===== src/rtl/rd_selh.sv =====
// rd_selh: half-word read selector for the load path.
// Picks the lower or upper half of a memory read word, zero- or sign-extends
// it to full width and registers the result with a one-cycle valid flag.
module rd_selh #(
    parameter int DATA_W = 32
) (
    input  logic              clk,
    input  logic              srst,
    input  logic              in_valid,
    input  logic              is_signed,
    input  logic              sel,
    input  logic [DATA_W-1:0] in,
    output logic [DATA_W-1:0] out,
    output logic              out_valid
);

    localparam int HALF_W = DATA_W / 2;

    // Extend a half-word to full width; the fill bit is the half's MSB only
    // when a signed load is requested, otherwise zero.
    function automatic logic [DATA_W-1:0] extend_half(
        input logic [HALF_W-1:0] half,
        input logic              sign_en
    );
        logic fill;
        fill = sign_en & half[HALF_W-1];
        return {{HALF_W{fill}}, half};
    endfunction

    logic [HALF_W-1:0] half_s;
    logic [DATA_W-1:0] ext_s;
    logic [DATA_W-1:0] out_d;
    logic [DATA_W-1:0] out_q;
    logic              valid_d;
    logic              valid_q;

    // Select the requested half of the read word and extend it.
    always_comb begin
        half_s = in[HALF_W-1:0];
        if (sel == 1'b1) begin
            half_s = in[DATA_W-1:HALF_W];
        end else begin
            half_s = in[HALF_W-1:0];
        end
        ext_s = extend_half(half_s, is_signed);
    end

    // Next-state: capture a new result on in_valid, otherwise hold the data
    // so that undefined inputs during idle cycles cannot disturb it.
    always_comb begin
        out_d   = out_q;
        valid_d = 1'b0;
        if (in_valid == 1'b1) begin
            out_d   = ext_s;
            valid_d = 1'b1;
        end else begin
            out_d   = out_q;
            valid_d = 1'b0;
        end
    end

    // Output register; reset wins over a simultaneous valid input.
    always_ff @(posedge clk) begin
        if (srst == 1'b1) begin
            out_q   <= {DATA_W{1'b0}};
            valid_q <= 1'b0;
        end else begin
            out_q   <= out_d;
            valid_q <= valid_d;
        end
    end

    assign out       = out_q;
    assign out_valid = valid_q;

endmodule


===== config.mk =====
export PLATFORM = sky130hd
export DESIGN_NAME = rd_selh
export DESIGN_NICKNAME = d
export VERILOG_FILES = /design/src/rtl/rd_selh.sv
export SDC_FILE = /design/constraint.sdc
export NUM_CORES = 1
export LEC_CHECK = 0
export CAP_MARGIN = 20
export CORE_MARGIN = 3
export CORE_UTILIZATION = 33
export CTS_CLUSTER_DIAMETER = 200
export DETAILED_ROUTE_END_ITERATION = 10
export PLACE_DENSITY = 0.8
export SYNTH_ARGS = -nofsm -noshare
export SYNTH_HDL_FRONTEND = slang
export SYNTH_SLANG_ARGS = --single-unit

===== constraint.sdc =====
create_clock -name clk -period 1.35 [get_ports clk]
set_input_delay 0.27 -clock clk [delete_from_list [all_inputs] [get_ports clk]]
set_output_delay 0.27 -clock clk [all_outputs]
set_load 0.05 [all_outputs]

==> reports/results.ini <==
[global_routing]
met1_usage_pct = 16.1
busiest_layer = met2
grt-ovfl-total = 0
met3_usage_pct = 6.24
first_global_vias = 852
grt_pass1_wl_um = 3880
grt_use_total_pct = 15.2
use_met2_pct = 26.9
antenna_found_initial = 0
grt_max_degree = 21

[pwr]
vdd_ir_drop_max_v = 0.000734
power_w = 0.00162
leakage_nw = 0.786
power.density_nw_per_um2 = 850

[timing]
min_period_ps = 1290
setup_viol = 0
report.final.slew_viol_count = 0
slew_headroom_pct = 87.6
tightest_slew_ps = 181
finalHoldViolCount = 0
fin_crit_sh_pct = 95.4
fmax_ghz = 0.776
rsz0062_at_grt = no
final.setup_skew_ps = 0

[worst_setup_path]
startpoint_type = flop
cp.required_ps = 1080
crit_path_end_kind = primary output
cpPeakStageDelay_ps = 390
crit_start = out[16]$_SDFFE_PP0P_
crit_path_top_delay_cell = dfxtp_2
worstSetupPathType = reg -> out
crit_arrival_ps = 1020
crit_fanout = 8
crit_chain = clkbuf_16 > buf_12
rr_startpoint = out[16]$_SDFFE_PP0P_

[die]
start_util_pct = 35.6
dieWidth_um = 58.2
pin_count = 70
core_area_um2 = 2520
dieHeight_um = 58.2
rows = 18
die_area_um2 = 3380

[place]
placement.io_buffers = 69
gp_congestion = 0.686
postPlaceCellArea_um2 = 1840
dpl.hpwl_um = 2040

[detailed_routing]
drtPass1Iterations = 4
drc = 0
viasPerCell = 4.72
wl_um = 2500
wire_per_inst_um = 13.9
vias = 849
first_iter_violations = 4
ant_nets = 0

[synth]
syn-num-nets = 130
ys_warn_count = 0
ys_ff_latch = 18
syn_area_per_cell_um2 = 9.66
ys_types = 14
syn-cell-area_um2 = 898
syn-instance-count = 93
yosysSeqAreaShare_pct = 40.1

[worst_hold_path]
min_path_type = reg -> reg
min-delay-start = out[0]$_SDFFE_PP0P_

[clock_network]
max-clock-path-buffers = 2
post_cts_resized = 0
cts_root_buf = clkbuf_4
clock_latency_ps = 280
cts_setup_buffers = 0
clkTransAtPathRegs_ps = 100
cts.sinks = 18
cts_inserted_buffers = 3
h-tree-depth = 1
hold_buffers = 0
tritoncts = built

[layout]
drive_gt1_share_pct = 30.7
syn_to_final_growth_pct = 112
nets = 188
num_antenna_cells = 0
stdcell_area_um2 = 1910
final_common_cell = clkdlybuf4s50_1
final_cell_mix = clkdlybuf4s50_1, buf_12, dfxtp_1
fillers = 173

[run_status]
status = complete, no violations

[job]
drv_cap = 0

## cell type report
| class | instances | area [um^2] | share of cell area, % |
|---|---|---|---|
| Timing Repair Buffer | 76 | 1100 | 57.9 |
| Multi-Input combinational cell | 52 | 367 | 19.2 |
| Sequential cell | 18 | 362 | 19.0 |
| Tap cell | 30 | 37.5 | 1.97 |
| Clock buffer | 4 | 36.3 | 1.90 |
## metal layers
metal | up-vias | wire (um)
li1 | 424 | -
met1 | 368 | 986
met2 | 53 | 1200
met3 | 4 | 285
met4 | 0 | 25
met5 | - | 0
## where the power goes
group	total (W)	internal [W]	switching [W]
Combinational	0.000683	0.000364	0.000320
Sequential	0.000611	0.000570	0.0000409
Clock	0.000325	0.000164	0.000161
Total	0.00162	0.00110	0.000522
## worst paths after layout
kind,to,slack (ps),cells after the start
worst max-delay path,out[30],60,2
worst min-delay path,out[0]$_SDFFE_PP0P_,530,2
worst max register to register,out[16]$_SDFFE_PP0P_,350,2
worst min register to register,out[0]$_SDFFE_PP0P_,530,2
## synthesized netlist by cell type
cell	n	share of area, %
a211oi_1	16	13
buf_1	1	0.42
buf_12	1	2.2
buf_2	4	2.2
buf_4	15	13
buf_6	1	1.3
clkbuf_1	1	0.42
dfxtp_1	18	40
mux2i_1	16	18
nand2_1	1	0.42
nor2_1	16	6.7
nor2b_1	1	0.70
o31ai_1	1	0.84
or3b_2	1	0.98
## cells by family (layout without fill, tap and decap cells)
kind of cell | count (synthesis) | in the layout | synth area share [%]
AOI/OAI and AO/OA | 17 | 17 | 14.2
muxes | 16 | 16 | 17.8
DFF | 18 | 18 | 40.1
buffers and inverters | 23 | 80 | 19.1
and+or+nand+nor | 19 | 19 | 8.77
## per-stage QoR
step | hold WS, ps | TNS (ps) | setup WS, ps | utilization, % | std cells
after detailed placement | 514 | -958 | -114 | 73.1 | 175
final | 526 | 0 | 61.5 | 75.5 | 180
after CTS | 529 | 0 | 23.8 | 74.6 | 179
after global routing | 525 | 0 | 1.44 | 75.5 | 180
after global placement | 509 | -423 | -48.0 | 73.1 | 175
after floorplan | 409 | 0 | 127 | - | 93
## flip-flops by register name (all words and copies together) (netlist names)
name       count
out_valid      1
out           17
## critical path: cells and delay by family, from the launching register on
family | cells | cell delay (ps)
flip-flops | 1 | 390
buffers and inverters | 2 | 340
No activity file was read; power rests on OpenSTA's default activity.
==> variant: new RTL, config.mk and constraints unchanged <==
Set the parameter `DATA_W` to 64 (it was 32).
--- a/src/rtl/rd_selh.sv
+++ b/src/rtl/rd_selh.sv
@@ -2,7 +2,7 @@
 // Picks the lower or upper half of a memory read word, zero- or sign-extends
 // it to full width and registers the result with a one-cycle valid flag.
 module rd_selh #(
-    parameter int DATA_W = 32
+    parameter int DATA_W = 64
 ) (
     input  logic              clk,
     input  logic              srst,
Interface: changed (resized in and out); port bits go from 70 to 134. No check against the original RTL was run, so the function may have changed too.
==> variant against the unedited design <==
  * First-iteration DRC count grew to 11 times the old value
  * Routed wire length grew 120%
  * Hold slack worse by 120 ps
  * Setup slack worse by 59 ps
  * Cell area is 92% higher
  * Area after synthesis increased by 94%
  * Sequential cell count is 16 higher
  * Combinational power up 96%
  * Register-to-register slack better by 120 ps
  * Sequential power grew 90%
  * Power increased by 100%
  * Largest cell class unchanged
  * Largest power group unchanged
==> variant: results <==
set metrics [dict create \
    finClkSkew_ps 0 \
    htreeDepth 2 \
    crit_slowest_cell "dfxtp_4" \
    maxSlewViolCount 0 \
    pwr-share-seq_pct 35.4 \
    drive_gt1_share_pct 30.2 \
    syn-num-nets 249 \
    first_pass_iters 4 \
    gp_congestion 0.710 \
    fillers 317 \
    largest_reg_flops 33 \
    numCtsBuffers 5 \
    cpPeakStageDelay_ps 380 \
    peakVddDrop_mv 0.638 \
    clkTransAtPathRegs_ps 70 \
    antenna_found_initial 0 \
    ys_types 13 \
    grt_max_degree 31 \
    wl_per_cell_um 15.7 \
    synthArstFlopShare_pct 0 \
    post-route-worst-setup-slack_ps 2.91 \
    yosys_warnings 0 \
    cts_root_buffer "clkbuf_8" \
    cts_setup_buffers 0 \
    crit_path_max_fanout 19 \
    p_sw_share_pct 33.1 \
    dp_hpwl_mm 4.60 \
    critical_path_arrival_ps 1080 \
    post-place-ws_ps 95.0 \
    p_leak_nw 1.51 \
    cts_buffer_depth 2 \
    cts_resized 1 \
    outcome "finished, final reports clean" \
    grt_usage_pct 18.0 \
    p_comb_mw 1.34 \
    antennaDiodeCount 0 \
    insertion_delay_ps 270 \
    vias 1659 \
    grt_pass1_wl_mm 8.72 \
    drt_iter0_drc 42 \
    p_comb_share_pct 41.0 \
    hp-class "input pin to register" \
    critPathTopFamily "buffers and inverters" \
    ys_top_cells_by_area "dfxtp_1 39%, mux2i_1 18%, a211oi_1 14%" \
    final_nets 353 \
    relSlewSlack_pct 78.1 \
    portBuffers 133 \
    seq_area_frac_synth_pct 39.1 \
    synth_common_cells "34 x dfxtp_1, 32 x a211oi_1, 32 x mux2i_1, 32 x nor2_1, 31 x buf_4" \
    ff2ff_setup_slack_ps 470 \
    hold_slack_ps 407 \
    dpl-instance-area_mm2 0.00357 \
]
## variant: cell types whose count changed in the layout (fill, tap and decap cells not counted), moves of 2 or more
cell	unedited run	this run
a211oi_1	16	32
mux2i_1	16	32
dfxtp_1	17	33
clkbuf_4	3	0
clkbuf_8	1	6
clkdlybuf4s50_1	36	66
buf_12	34	69
buf_2	0	2
nor2_1	16	32
## variant: layout make-up
cell class	instances	share of cell area, %
Clock buffer	6	2.25
Clock inverter	2	0.341
Multi-Input combinational cell	100	19.3
Sequential cell	34	18.7
Tap cell	67	2.29
Timing Repair Buffer	143	57.2
## variant: per-layer routing
layer / GRT usage [%] / part of all wire, % / vias up
met5: 0 / 0 / -
met4: 5.59 / 1.7 / 0
met3: 6.19 / 8.3 / 8
met2: 33.0 / 53 / 77
met1: 19.2 / 37 / 770
li1: - / - / 804
## variant: worst register-to-register path: stages (launching register included)
cell and delay (ps):
dfxtp_4 380, or3b_1 350, o31ai_1 60
## variant: cells by family after synthesis
logic type / Yosys count / share of synthesized area, %
buffers and inverters: 46 / 20.3
and+or+nand+nor: 35 / 7.97
muxes: 32 / 18.4
AOI/OAI and AO/OA: 33 / 14.2
DFF: 34 / 39.1
## variant: metrics by stage
step	instances	utilization (%)
3_3_place_gp	344	72.7
2_1_floorplan	180	-
6_report	352	74.7
4_1_cts	352	74.7
3_5_place_dp	344	72.7
5_1_grt	352	74.7
## variant: worst paths after layout
path / startpoint / to / cells past startpoint
max reg2reg: out[32]$_SDFFE_PP0P_ / out[32]$_SDFFE_PP0P_ / 2
min reg2reg: out[25]$_SDFFE_PP0P_ / out[25]$_SDFFE_PP0P_ / 2
min: in_valid / out[32]$_SDFFE_PP0P_ / 3
max: out[32]$_SDFFE_PP0P_ / out[39] / 2
